## config.mk

```make
export PLATFORM = sky130hd
export DESIGN_NAME = aes_uart_frame_ctrl_flat
export DESIGN_NICKNAME = d
export VERILOG_FILES = /design/src/rtl/aes_uart_frame_ctrl_if.sv /design/src/rtl/aes_uart_frame_ctrl.sv /design/src/flat_wrapper.sv
export SDC_FILE = /design/constraint.sdc
export NUM_CORES = 1
export LEC_CHECK = 0
export ABC_CLOCK_PERIOD_IN_PS = 3400
export BUFFER_PORTS_ARGS = -buffer_cell sky130_fd_sc_hd__buf_2
export CORE_UTILIZATION = 30
export DETAILED_ROUTE_END_ITERATION = 16
export SETUP_SLACK_MARGIN = 0.15
export SYNTH_ARGS = -nofsm -noshare
export SYNTH_HDL_FRONTEND = slang
export SYNTH_SLANG_ARGS = --single-unit
```

## constraint.sdc

```tcl
create_clock -name clk -period 3.4 [get_ports clk]
set_clock_uncertainty 0.2 [all_clocks]
set_input_delay 0.51 -clock clk [delete_from_list [all_inputs] [get_ports clk]]
set_output_delay 0.51 -clock clk [all_outputs]
set_load 0.02 [all_outputs]
```

## src/rtl/aes_uart_frame_ctrl_if.sv

```systemverilog
// UART RX/TX and AES core signal bundle for the frame controller.
// The master modport is the controller side; the slave modport is the UART/core side.
interface aes_uart_frame_ctrl_if #(
   parameter int BLOCK_BITS = 128,
   parameter int KEY_BITS   = 128
) ();
   logic [7:0]            rx_data;
   logic                  rx_valid;
   logic                  tx_ready;
   logic                  tx_start;
   logic [7:0]            tx_data;
   logic [KEY_BITS-1:0]   key_out;
   logic [BLOCK_BITS-1:0] block_out;
   logic                  aes_start;
   logic                  aes_done;
   logic [BLOCK_BITS-1:0] aes_result;

   modport master (
      input  rx_data, rx_valid, tx_ready, aes_done, aes_result,
      output tx_start, tx_data, key_out, block_out, aes_start
   );

   modport slave (
      output rx_data, rx_valid, tx_ready, aes_done, aes_result,
      input  tx_start, tx_data, key_out, block_out, aes_start
   );
endinterface

```

## src/rtl/aes_uart_frame_ctrl.sv

```systemverilog
// UART byte-stream framer for an AES core: key + block collection, core start, paced result return.
// Optional mid-frame RX silence timeout is enabled by defining AES_UART_RX_TIMEOUT_EN.
module aes_uart_frame_ctrl #(
   parameter int BLOCK_BITS = 128,
   parameter int KEY_BITS   = 128,
   parameter int TX_GAP     = 1000,
   parameter int RX_TIMEOUT = 50000,
   parameter int MSB_FIRST  = 0
) (
   input  logic                  clk,
   input  logic                  reset,
   input  logic                  aes_enable,
   input  logic                  key_reload,
   aes_uart_frame_ctrl_if.master bus,
   output logic                  frames_received,
   output logic                  rx_drop,
   output logic                  rx_timeout
);
   localparam int KEY_BYTES = KEY_BITS / 8;
   localparam int BLK_BYTES = BLOCK_BITS / 8;
   localparam int MAX_BYTES = (KEY_BYTES > BLK_BYTES) ? KEY_BYTES : BLK_BYTES;
   localparam int IDX_W     = $clog2(MAX_BYTES + 1);
   localparam int GAP_W     = (TX_GAP > 0) ? $clog2(TX_GAP + 1) : 1;

   typedef enum logic [2:0] {
      S_IDLE    = 3'd0,
      S_KEY_RX  = 3'd1,
      S_DATA_RX = 3'd2,
      S_AES     = 3'd3,
      S_TX      = 3'd4,
      S_GAP     = 3'd5,
      S_DONE    = 3'd6
   } state_t;

   state_t                state_q;
   logic                  rx_valid_q;
   logic [IDX_W-1:0]      idx_q;
   logic [GAP_W-1:0]      gap_q;
   logic [KEY_BITS-1:0]   key_q;
   logic [BLOCK_BITS-1:0] block_q;
   logic [BLOCK_BITS-1:0] result_q;
   logic                  tx_start_q;
   logic [7:0]            tx_data_q;
   logic                  aes_start_q;
   logic                  frames_q;
   logic                  drop_q;

   logic                  rx_edge;
   logic [IDX_W-1:0]      key_lane;
   logic [IDX_W-1:0]      blk_lane;

   assign rx_edge  = bus.rx_valid & ~rx_valid_q;
   // Byte index to byte lane; the same lane mapping serves RX storage and TX readout.
   assign key_lane = (MSB_FIRST != 0) ? IDX_W'(KEY_BYTES - 1) - idx_q : idx_q;
   assign blk_lane = (MSB_FIRST != 0) ? IDX_W'(BLK_BYTES - 1) - idx_q : idx_q;

`ifdef AES_UART_RX_TIMEOUT_EN
   localparam int SIL_W = $clog2(RX_TIMEOUT + 1);
   logic [SIL_W-1:0] sil_q;
   logic             timeout_q;
`endif

   always_ff @(posedge clk or negedge reset) begin
      if (!reset) begin
         state_q     <= S_IDLE;
         rx_valid_q  <= 1'b0;
         idx_q       <= '0;
         gap_q       <= '0;
         key_q       <= '0;
         block_q     <= '0;
         result_q    <= '0;
         tx_start_q  <= 1'b0;
         tx_data_q   <= 8'h00;
         aes_start_q <= 1'b0;
         frames_q    <= 1'b0;
         drop_q      <= 1'b0;
`ifdef AES_UART_RX_TIMEOUT_EN
         sil_q       <= '0;
         timeout_q   <= 1'b0;
`endif
      end else begin
         rx_valid_q  <= bus.rx_valid;
         aes_start_q <= 1'b0;
         drop_q      <= 1'b0;
`ifdef AES_UART_RX_TIMEOUT_EN
         sil_q       <= '0;
         timeout_q   <= 1'b0;
`endif
         case (state_q)
            S_IDLE: begin
               key_q    <= '0;
               block_q  <= '0;
               result_q <= '0;
               idx_q    <= '0;
               frames_q <= 1'b0;
               drop_q   <= rx_edge;
               if (aes_enable) state_q <= S_KEY_RX;
            end
            S_KEY_RX: begin
               if (!aes_enable) begin
                  state_q  <= S_IDLE;
                  idx_q    <= '0;
                  frames_q <= 1'b0;
                  key_q    <= '0;
                  block_q  <= '0;
                  result_q <= '0;
               end else if (rx_edge) begin
                  key_q[8*key_lane +: 8] <= bus.rx_data;
                  if (idx_q == IDX_W'(KEY_BYTES - 1)) begin
                     idx_q    <= '0;
                     frames_q <= 1'b1;
                     state_q  <= S_DATA_RX;
                  end else begin
                     idx_q <= idx_q + 1'b1;
                  end
`ifdef AES_UART_RX_TIMEOUT_EN
               end else if (idx_q != '0) begin
                  if (sil_q == SIL_W'(RX_TIMEOUT - 1)) begin
                     idx_q     <= '0;
                     timeout_q <= 1'b1;
                  end else begin
                     sil_q <= sil_q + 1'b1;
                  end
`endif
               end
            end
            S_DATA_RX: begin
               // Abort takes priority over a coincident byte edge.
               if (!aes_enable) begin
                  state_q  <= S_IDLE;
                  idx_q    <= '0;
                  frames_q <= 1'b0;
                  key_q    <= '0;
                  block_q  <= '0;
                  result_q <= '0;
               end else if (rx_edge) begin
                  block_q[8*blk_lane +: 8] <= bus.rx_data;
                  if (idx_q == IDX_W'(BLK_BYTES - 1)) begin
                     idx_q       <= '0;
                     aes_start_q <= 1'b1;
                     state_q     <= S_AES;
                  end else begin
                     idx_q <= idx_q + 1'b1;
                  end
`ifdef AES_UART_RX_TIMEOUT_EN
               end else if (idx_q != '0) begin
                  if (sil_q == SIL_W'(RX_TIMEOUT - 1)) begin
                     idx_q     <= '0;
                     timeout_q <= 1'b1;
                  end else begin
                     sil_q <= sil_q + 1'b1;
                  end
`endif
               end
            end
            S_AES: begin
               drop_q <= rx_edge;
               if (bus.aes_done) begin
                  result_q <= bus.aes_result;
                  state_q  <= S_TX;
               end
            end
            S_TX: begin
               drop_q <= rx_edge;
               // Request and data are held until the UART signals acceptance by going busy.
               if (!tx_start_q) begin
                  if (bus.tx_ready) begin
                     tx_start_q <= 1'b1;
                     tx_data_q  <= result_q[8*blk_lane +: 8];
                  end
               end else if (!bus.tx_ready) begin
                  tx_start_q <= 1'b0;
                  idx_q      <= idx_q + 1'b1;
                  gap_q      <= '0;
                  state_q    <= S_GAP;
               end
            end
            S_GAP: begin
               drop_q <= rx_edge;
               if (gap_q >= GAP_W'(TX_GAP)) begin
                  if (idx_q == IDX_W'(BLK_BYTES)) begin
                     idx_q   <= '0;
                     state_q <= S_DONE;
                  end else begin
                     state_q <= S_TX;
                  end
               end else begin
                  gap_q <= gap_q + 1'b1;
               end
            end
            S_DONE: begin
               drop_q <= rx_edge;
               if (!aes_enable) begin
                  frames_q <= 1'b0;
                  state_q  <= S_IDLE;
               end else if (key_reload) begin
                  state_q <= S_KEY_RX;
               end else begin
                  state_q <= S_DATA_RX;
               end
            end
            default: state_q <= S_IDLE;
         endcase
      end
   end

   assign bus.tx_start     = tx_start_q;
   assign bus.tx_data      = tx_data_q;
   assign bus.key_out      = key_q;
   assign bus.block_out    = block_q;
   assign bus.aes_start    = aes_start_q;
   assign frames_received  = frames_q;
   assign rx_drop          = drop_q;
`ifdef AES_UART_RX_TIMEOUT_EN
   assign rx_timeout       = timeout_q;
`else
   assign rx_timeout       = 1'b0;
`endif
endmodule

```

## src/flat_wrapper.sv

```systemverilog
// flat-port wrapper written by rule: the top's interface ports become plain ports
module aes_uart_frame_ctrl_flat 
#(
   parameter int BLOCK_BITS = 128,
   parameter int KEY_BITS   = 128,
   parameter int TX_GAP     = 1000,
   parameter int RX_TIMEOUT = 50000,
   parameter int MSB_FIRST  = 0
)
  (clk, reset, aes_enable, key_reload, frames_received, rx_drop, rx_timeout, bus_rx_data, bus_rx_valid, bus_tx_ready, bus_aes_done, bus_aes_result, bus_tx_start, bus_tx_data, bus_key_out, bus_block_out, bus_aes_start);
  aes_uart_frame_ctrl_if #(.BLOCK_BITS(BLOCK_BITS), .KEY_BITS(KEY_BITS)) bus_i ();
  input  logic clk;
  input  logic reset;
  input  logic aes_enable;
  input  logic key_reload;
  output logic frames_received;
  output logic rx_drop;
  output logic rx_timeout;
  input wire logic [$bits(bus_i.rx_data)-1:0] bus_rx_data;
  input wire logic [$bits(bus_i.rx_valid)-1:0] bus_rx_valid;
  input wire logic [$bits(bus_i.tx_ready)-1:0] bus_tx_ready;
  input wire logic [$bits(bus_i.aes_done)-1:0] bus_aes_done;
  input wire logic [$bits(bus_i.aes_result)-1:0] bus_aes_result;
  output wire logic [$bits(bus_i.tx_start)-1:0] bus_tx_start;
  output wire logic [$bits(bus_i.tx_data)-1:0] bus_tx_data;
  output wire logic [$bits(bus_i.key_out)-1:0] bus_key_out;
  output wire logic [$bits(bus_i.block_out)-1:0] bus_block_out;
  output wire logic [$bits(bus_i.aes_start)-1:0] bus_aes_start;
  assign bus_i.rx_data = bus_rx_data;
  assign bus_i.rx_valid = bus_rx_valid;
  assign bus_i.tx_ready = bus_tx_ready;
  assign bus_i.aes_done = bus_aes_done;
  assign bus_i.aes_result = bus_aes_result;
  assign bus_tx_start = bus_i.tx_start;
  assign bus_tx_data = bus_i.tx_data;
  assign bus_key_out = bus_i.key_out;
  assign bus_block_out = bus_i.block_out;
  assign bus_aes_start = bus_i.aes_start;
  aes_uart_frame_ctrl #(.BLOCK_BITS(BLOCK_BITS), .KEY_BITS(KEY_BITS), .TX_GAP(TX_GAP), .RX_TIMEOUT(RX_TIMEOUT), .MSB_FIRST(MSB_FIRST)) u_core (.clk(clk), .reset(reset), .aes_enable(aes_enable), .key_reload(key_reload), .bus(bus_i), .frames_received(frames_received), .rx_drop(rx_drop), .rx_timeout(rx_timeout));
endmodule
```

=== Word level (Yosys, flattened, before mapping) ===
Cells that the tools add are included.
Widths: inputs -> output; s select.

* Output and inout port bits: 269
* Flip-flop bits (word level): 415
* Memories kept: 0
* Latch bits: 0
* Memory bits (writable): 0
* Bits in read-only memories: 0
* Word-level logic and storage cells: 112
* Bits of input ports: 143

* $lt $le $gt $ge: 1
* Eq/ne operators: 24
* Multiply operators: 0
* Divide/modulo/power cells: 0
* Shift-type cells: 3
* Add/sub/neg operators: 3
* Multiplexer cells: 49
* Bitwise logic cells: 3
* Reductions and logical operators: 17

{| class="wikitable"
|+ Operator list
! cell !! count
|-
| $pmux 128 s3 || 3
|-
| $mux 128 || 6
|-
| $bwmux 128 || 2
|-
| $shift 8x34->128 const A || 1
|-
| $shiftx 128x9->8 || 1
|-
| $shiftx 8x34->128 || 1
|-
| $mux 3 || 12
|-
| $mux 5 || 7
|-
| $neg 8->34 || 1
|-
| $mux 10 || 3
|-
| $pmux 3 s7 || 1
|-
| $pmux 10 s2 || 1
|-
| $pmux 5 s4 || 1
|-
| $ne 2x2->1 const B || 8
|-
| $ne 3x2->1 const B || 5
|-
| $reduce_and 3->1 || 4
|-
| $add 10x1->10 const B || 1
|-
| $ge 10x10->1 const B || 1
|-
| $mux 1 || 10
|-
| $eq 3x3->1 const B || 3
|-
| $reduce_and 9->1 || 1
|-
| $reduce_bool 3->1 || 3
|-
| $reduce_and 4->1 || 2
|-
| $eq 3x2->1 const B || 2
|-
| other kinds (15) || 20
|}

=== Longest topological paths before layout ===
Gate-level depths: netlist of the first run.

* Depth after elaboration: 6
* Depth in mapped cells: 13
* Mapped depth without buffers: 10

=== Least setup slack after synthesis of the first run ===
OpenSTA, ideal clock, no wires.

* Path type: reg-to-reg
* From: register u_core.idx_q[1] (netlist: u_core.blk_lane[1])
* To: register u_core.block_q[64] (netlist: u_core.bus.block_out[64])
* Setup time: 0.122 ns
* Path buffers: 3
* Slack: 0.207 ns
* Required time: 3.078 ns
* Cell stages (with the launch flop): 13
* Clock period less this slack: 3.193 ns
* Arrival: 2.872 ns
* Cells stage by stage: dfrtp_1 > buf_2 > buf_1 > inv_1 > ha_1 > nand2b_1 > nor2_1 > ha_1 > or3b_1 > buf_2 > nor3_1 > o21ai_1 > a32o_1

* Cells in the longest elaborated chain, start to end: 6
* Elaborated cells between the ends (all ways): 7
* Those cells by class: 1 x add/sub; 2 x shift; 4 x mux

{| class="wikitable"
|+ RTL lines
! item !! RTL line !! text
|-
| start: declaration || aes_uart_frame_ctrl.sv:37 || <nowiki>logic [IDX_W-1:0] idx_q;</nowiki>
|-
| start signal: assignment || aes_uart_frame_ctrl.sv:114 || <nowiki>idx_q <= idx_q + 1'b1;</nowiki>
|-
| start signal: assignment || aes_uart_frame_ctrl.sv:143 || <nowiki>idx_q <= idx_q + 1'b1;</nowiki>
|-
| start signal: assignment || aes_uart_frame_ctrl.sv:173 || <nowiki>idx_q <= idx_q + 1'b1;</nowiki>
|-
| $neg 8->34 * || aes_uart_frame_ctrl.sv:137 || <nowiki>block_q[8*blk_lane +: 8] <= bus.rx_data;</nowiki>
|-
| $shiftx 8x34->128 / $shift 8x34->128 (equally long branches) || aes_uart_frame_ctrl.sv:137 ||
|-
| $bwmux 128 * || aes_uart_frame_ctrl.sv:137 ||
|-
| $mux 128 * || aes_uart_frame_ctrl.sv:136 || <nowiki>end else if (rx_edge) begin</nowiki>
|-
| $mux 128 * || aes_uart_frame_ctrl.sv:129 || <nowiki>if (!aes_enable) begin</nowiki>
|-
| $pmux 128 s3 * || aes_uart_frame_ctrl.sv:89 || <nowiki>case (state_q)</nowiki>
|-
| end signal: indexed assignment || aes_uart_frame_ctrl.sv:137 ||
|-
| end: declaration || aes_uart_frame_ctrl.sv:40 || <nowiki>logic [BLOCK_BITS-1:0] block_q;</nowiki>
|}

Every way passes the cells marked *; elsewhere a longest branch is shown, timed or not. The select of a mux whose other input is x is not followed.
A chain may end at the register's enable or synchronous reset.

=== Worst setup path after layout of the first run ===
* From: register u_core.idx_q[0] (netlist: u_core.blk_lane[0])
* To: register u_core.block_q[123] (netlist: u_core.bus.block_out[123])

The elaborated chain is that of the path after synthesis.

==> flow_metrics.py, run 1 <==
metrics = {
    "outcome": {
        "status": "complete, no violations",
    },
    "placed_design": {
        "port_buffers": 410,
        "dp.cells": 2622,
        "pre_cts_ws_ps": 121.9,
        "place_area_um2": 20530,
        "gp_congestion": 0.8397,
        "hpwl_um": 43320,
    },
    "drt": {
        "drt_first_pass_iters": 5,
        "drcViolationCount": 0,
        "vias": 14830,
        "antenna_left": 0,
        "via_per_inst": 5.224,
        "routedWlPerCell_um": 21.87,
        "drt_iter0_drc": 1085,
        "wl_um": 62060,
    },
    "logic_synthesis": {
        "synth-edff-count": 0,
        "async_flop_share_pct": 100.0,
        "yosys.area.top_type": "dfrtp_1",
        "yosysUniqueCellTypes": 63,
        "ys_seq_area_share_pct": 59.40,
        "yosys-top-cells-area": "dfrtp_1 (59%), a22o_1 (11%), nand2_1 (6.2%)",
        "ys_ff_latch": 415,
        "synth_top_area_share_pct": 59.40,
        "yosysWarnings": 0,
        "syn_area_um2": 17480,
        "syn_inst": 1506,
        "synth_common_cells": "dfrtp_1 (415), nand2_1 (288), a22o_1 (217), nand3_1 (140), clkbuf_1 (55)",
        "syn_nets": 1657,
        "yosysMostFrequentCell": "dfrtp_1",
        "ys.flop_type": "dfrtp_1",
        "syn_avg_cell_area_um2": 11.61,
    },
    "finish": {
        "final_area_um2": 23500,
        "multiInputGateArea_um2": 6646,
        "area_growth_pct": 34.42,
        "regArea_um2": 10390,
        "utilization_pct": 40.81,
        "fin_nets": 2187,
        "layout.cells.non_filler": 2838,
        "num_antenna_cells": 0,
        "drive_gt1_share_pct": 30.15,
        "fillCellCount": 5439,
    },
    "worst_hold_path": {
        "min_path_type": "input port to flip-flop",
    },
    "power_and_ir_drop": {
        "power_density_nw_per_um2": 682.2,
        "irDropWorstVdd_uv": 438.2,
        "p_leak_nw": 12.08,
    },
    "global_routing": {
        "groute.usage.overall_pct": 20.68,
        "grt_first_pass_wirelength_um": 94530,
        "first_global_vias": 14940,
        "gr-total-overflow": 0,
        "antenna_found_initial": 1,
        "grt_max_degree": 129,
    },
    "sta": {
        "finalSetupTns_ps": 0,
        "worst_slew_pin_slew_ps": 833.8,
        "slew_headroom_pct": 44.21,
        "max_freq_mhz": 312.0,
        "period_needed_ps": 3205,
        "setup_ws_ps": 194.7,
        "period_share_pct": 94.27,
        "setup_violations": 0,
        "slew_viol_final": 0,
        "rsz0062_at_grt": "true",
        "hold_viol": 0,
    },
    "critical_path": {
        "crit_path_max_fanout": 10,
        "crit_arrival_ps": 3480,
        "worstSetupPathType": "flip-flop to flip-flop",
        "required_ps": 3670,
        "cp-end-kind": "flip-flop",
        "crit_path_start_kind": "flip-flop",
    },
    "die": {
        "fp.coreArea_um2": 57590,
        "dieHeight_um": 243.4,
        "start_util_pct": 30.36,
        "std_cell_rows": 88,
        "io_pins": 412,
        "chipWidth_um": 243.4,
        "die_area_um2": 59250,
    },
    "clock_tree": {
        "cts_made_buffers": 46,
        "cts_buffer_depth": 3,
        "h-tree-depth": 2,
        "clk_latency_ps": 590,
        "ctsRootBufferMaster": "clkbuf_16",
        "path_clk_slew_ps": 60,
        "cts_num_sinks": 415,
        "cts_tree": "built",
    },
    "job": {
        "cap_violations": 0,
    },
}
## stage by stage
stage / hold WS, ps / total power, mW
4_1_cts: 6.349 / 16.14
3_5_place_dp: 250.8 / 10.64
5_1_grt: 25.34 / 16.87
3_3_place_gp: 244.3 / 10.55
2_1_floorplan: 14.41 / 8.924
6_report: 41.09 / 16.03
## layout by cell type, fill, tap and decap left out, types with 10 or more instances in the layout
master,count
nand2_1,288
dlygate4sd3_1,130
o21ai_0,14
a32o_1,49
a22oi_1,17
nand3_1,140
dfrtp_1,413
buf_2,409
nor2_2,10
nor3_1,12
inv_1,11
nand2b_1,12
o21ai_1,19
a22o_1,217
buf_4,37
a21oi_1,10
nor2_1,44
mux4_2,32
o21ai_2,12
buf_12,10
clkbuf_16,46
## cell families (layout without fill, tap and decap cells)
logic type,Yosys count,count (layout),share of synthesized area (%)
AOI/OAI and AO/OA,365,365,17.60
xor gates and xnor gates,5,5,0.2935
adders and majority gates,8,8,0.5726
buffers and inverters,117,684,2.970
DFF,415,415,59.40
muxes,36,36,4.373
other,1,1,0.02145
and+or+nand+nor,559,559,14.77
## report_power, final
part	switching (mW)	internal [mW]	total, mW
Combinational	3.50	1.47	4.97
Clock	2.16	3.17	5.33
Sequential	0.364	5.37	5.73
## per-layer routing
layer | track usage [%] | vias to the layer above | wire [um]
met3 | 4.737 | 103 | 4669
met4 | 6.160 | 0 | 1687
met5 | 0 | - | 0
met2 | 35.19 | 642 | 30460
li1 | - | 6604 | -
met1 | 26.05 | 7476 | 25240
## worst max-delay path, cell delays in order (launching register included)
cell      delay [ps]
dfrtp_2          440
inv_1            110
ha_1             260
nand2b_1         110
nor2_1            70
ha_1             260
and2b_1          270
nand3_2          250
nor2_2           470
o21ai_1          320
a22o_1           300
## area by class of cell
| type | instances | area share (%) |
|---|---|---|
| flip-flops and latches | 415 | 44.20 |
| multi-input cells | 974 | 28.28 |
| repair buffers | 588 | 16.39 |
| clock buffers | 60 | 5.335 |
| well taps | 765 | 4.073 |
| clock inverters | 25 | 1.539 |
| inverters | 11 | 0.1757 |
## registers in the layout, summed over array words and instances (netlist names), 3 cells and up
register	count
u_core.bus.block_out	128
u_core.bus.key_out	128
u_core.result_q	128
u_core.gap_q	10
u_core.bus.tx_data	8
u_core.blk_lane	5
u_core.state_q	3
## final timing paths
path	slack [ps]	startpoint	to	cells past startpoint
max in group asynchronous	1680	reset	u_core.result_q[93]$_DFFE_PN0P_	3
worst max-delay path	190	u_core.blk_lane[0]$_DFFE_PN0P_	u_core.bus.block_out[123]$_DFFE_PN0P_	10
min in group asynchronous	290	reset	u_core.bus.block_out[75]$_DFFE_PN0P_	2
worst min register to register	260	u_core.result_q[61]$_DFFE_PN0P_	u_core.result_q[61]$_DFFE_PN0P_	2
worst max register to register	190	u_core.blk_lane[0]$_DFFE_PN0P_	u_core.bus.block_out[123]$_DFFE_PN0P_	10
worst min-delay path	40	bus_aes_result[27]	u_core.result_q[27]$_DFFE_PN0P_	3
## what timing repair did
action / CTS / global route
gates cloned: 0 / 0
buffers inserted: 0 / 1
endpoints found under the setup margin: 13 / 157
gates resized for setup: 2 / 7
hold buffers: 130 / 0
endpoints found under the hold margin: 203 / 0
pin swaps: 0 / 1
Note: power is estimated with default switching activity, not from simulation.
==> run 2, diff against run 1 <==
--- a/config.mk
+++ b/config.mk
@@ -6,9 +6,9 @@
 export NUM_CORES = 1
 export LEC_CHECK = 0
 export ABC_CLOCK_PERIOD_IN_PS = 3400
-export BUFFER_PORTS_ARGS = -buffer_cell sky130_fd_sc_hd__buf_2
 export CORE_UTILIZATION = 30
 export DETAILED_ROUTE_END_ITERATION = 16
+export DONT_BUFFER_PORTS = 1
 export SETUP_SLACK_MARGIN = 0.15
 export SYNTH_ARGS = -nofsm -noshare
 export SYNTH_HDL_FRONTEND = slang
==> run 2 against run 1 <==
The flow now finishes with violations (negative hold slack). Worst hold slack got worse by 630 ps. Global-route usage down 0.50 points. Utilization down 3.4 points. Via count fell by 10%. Setup slack improved by 57 ps. Combinational power down 2%. Critical path depth is the same. Highest routed layer unchanged. Sequential cell count unchanged.
==> flow_metrics.py, run 2 (same netlist as run 1, synthesis figures left out) <==
metrics = {
    "die": {
        "fp.coreArea_um2": 57590,
        "chipWidth_um": 243.4,
        "std_cell_rows": 88,
        "die_area_um2": 59250,
        "dieHeight_um": 243.4,
        "start_util_pct": 30.36,
        "io_pins": 412,
    },
    "power_and_ir_drop": {
        "power_density_nw_per_um2": 737.0,
        "power.switching_mw": 5.968,
        "combPwrFrac_pct": 30.6,
        "power_mw": 15.89,
        "seqPwrFrac_pct": 36.5,
        "p_leak_nw": 10.04,
        "swShare_pct": 37.57,
        "clockPowerShare_pct": 32.9,
        "intPower_mw": 9.919,
        "irDropWorstVdd_uv": 497.6,
    },
    "sta": {
        "period_needed_ps": 3149,
        "period_share_pct": 92.61,
        "max_freq_mhz": 317.6,
        "rsz0062_at_grt": "true",
        "setup_ws_ps": 251.2,
        "hold_viol": 415,
        "worst_slew_pin_slew_ps": 1013,
        "slew_viol_final": 0,
        "worst_hold_slack_ps": -583.9,
        "setup_violations": 0,
        "slew_headroom_pct": 32.44,
        "finalSetupTns_ps": 0,
    },
    "critical_path": {
        "required_ps": 3660,
        "crit_arrival_ps": 3410,
        "critPathBufInv": 1,
        "cp_slowest_cell": "dfrtp_2",
        "max_stage_delay_ps": 430,
        "crit_top_cell": "ha_1",
        "cp_cell_sequence": "inv_1, ha_1, nand2b_1, nor2_1, ha_1, and2b_1, nand3_2, nor2_4, o21ai_1, a22o_1",
        "crit_path_max_fanout": 10,
        "worstSetupPathType": "flip-flop to flip-flop",
        "crit_path_start_kind": "flip-flop",
        "cp-end-kind": "flip-flop",
        "crit_family": "simple AND/OR/NAND/NOR gates",
    },
    "drt": {
        "antenna_left": 0,
        "drcViolationCount": 0,
        "vias": 13290,
        "routedWlPerCell_um": 24.91,
        "wl_um": 60520,
        "via_per_inst": 5.470,
        "drt_first_pass_iters": 5,
        "drt_iter0_drc": 1008,
    },
    "finish": {
        "fillCellCount": 5474,
        "regArea_um2": 10390,
        "final_common_cell": "dfrtp_1",
        "multiInputGateArea_um2": 6674,
        "final_area_um2": 21560,
        "drive_gt1_share_pct": 13.46,
        "area_growth_pct": 23.30,
        "layout.cells.non_filler": 2430,
        "layout_common_cells": "dfrtp_1 (413), nand2_1 (288), a22o_1 (217)",
        "fin_nets": 1780,
        "utilization_pct": 37.43,
    },
    "clock_tree": {
        "hold_buffers": 139,
        "ctsRootBufferMaster": "clkbuf_16",
        "path_clk_slew_ps": 60,
        "cts_num_sinks": 415,
        "cts_buffer_depth": 3,
        "cts_tree": "built",
        "h-tree-depth": 2,
        "cts_made_buffers": 47,
        "clk_latency_ps": 590,
    },
    "placed_design": {
        "dp.cells": 2202,
        "gp_congestion": 0.8399,
        "place_area_um2": 18390,
        "hpwl_um": 41330,
        "port_buffers": 0,
        "pre_cts_ws_ps": 44.13,
    },
    "global_routing": {
        "groute.usage.overall_pct": 20.18,
        "antenna_found_initial": 2,
        "grt_max_degree": 416,
        "first_global_vias": 13420,
        "gr-total-overflow": 0,
        "grt_first_pass_wirelength_um": 90820,
    },
    "job": {
        "cap_violations": 0,
    },
    "outcome": {
        "status": "finished with violations",
        "violations": "negative hold slack",
    },
    "worst_hold_path": {
        "min_path_type": "input port to asynchronous set/reset pin",
    },
}
==> run 2: power groups by stage <==
| stage | registers [mW] | logic [mW] | clock network, mW |
|---|---|---|---|
| finish | 5.81 | 4.86 | 5.22 |
| global route | 5.88 | 5.30 | 5.51 |
| CTS | 5.81 | 4.78 | 5.33 |
| detailed placement | 5.89 | 4.57 | 0 |
| global placement | 5.87 | 4.48 | 0 |
| floorplan | 5.69 | 3.23 | 0 |
==> run 2: layer usage <==
layer / global-route usage (%) / part of all wire, % / vias to the layer above
li1: - / - / 5790
met1: 24.80 / 39 / 6796
met2: 33.87 / 49 / 593
met3: 5.761 / 9.0 / 113
met4: 6.733 / 3.1 / 0
met5: 0 / 0 / -
==> run 2: path summary, 6_finish.rpt <==
kind	start	end	slack (ps)	cells past startpoint
setup / recovery	u_core.blk_lane[0]$_DFFE_PN0P_	u_core.bus.block_out[123]$_DFFE_PN0P_	250	10
hold / removal	reset	u_core.bus.key_out[75]$_DFFE_PN0P_	-580	0
setup reg to reg	u_core.blk_lane[0]$_DFFE_PN0P_	u_core.bus.block_out[123]$_DFFE_PN0P_	250	10
hold reg to reg	u_core.result_q[82]$_DFFE_PN0P_	u_core.result_q[82]$_DFFE_PN0P_	260	2
max in group asynchronous	reset	u_core.result_q[39]$_DFFE_PN0P_	2730	0
min in group clk	bus_rx_data[7]	u_core.bus.block_out[15]$_DFFE_PN0P_	60	2
==> run 2: layout make-up <==
class / instances / area share, %
flip-flops and latches: 415 / 48.19
multi-input cells: 974 / 30.96
repair buffers: 180 / 8.793
clock buffers: 65 / 6.332
well taps: 765 / 4.440
clock inverters: 19 / 1.085
inverters: 11 / 0.1915
diodes: 1 / 0.01161
==> run 2: what timing repair did <==
item,4_1_cts,5_1_grt
pin swaps,0,0
buffers inserted,0,4
endpoints found under the hold margin,707,415
setup endpoints to repair,33,135
gates resized for setup,3,15
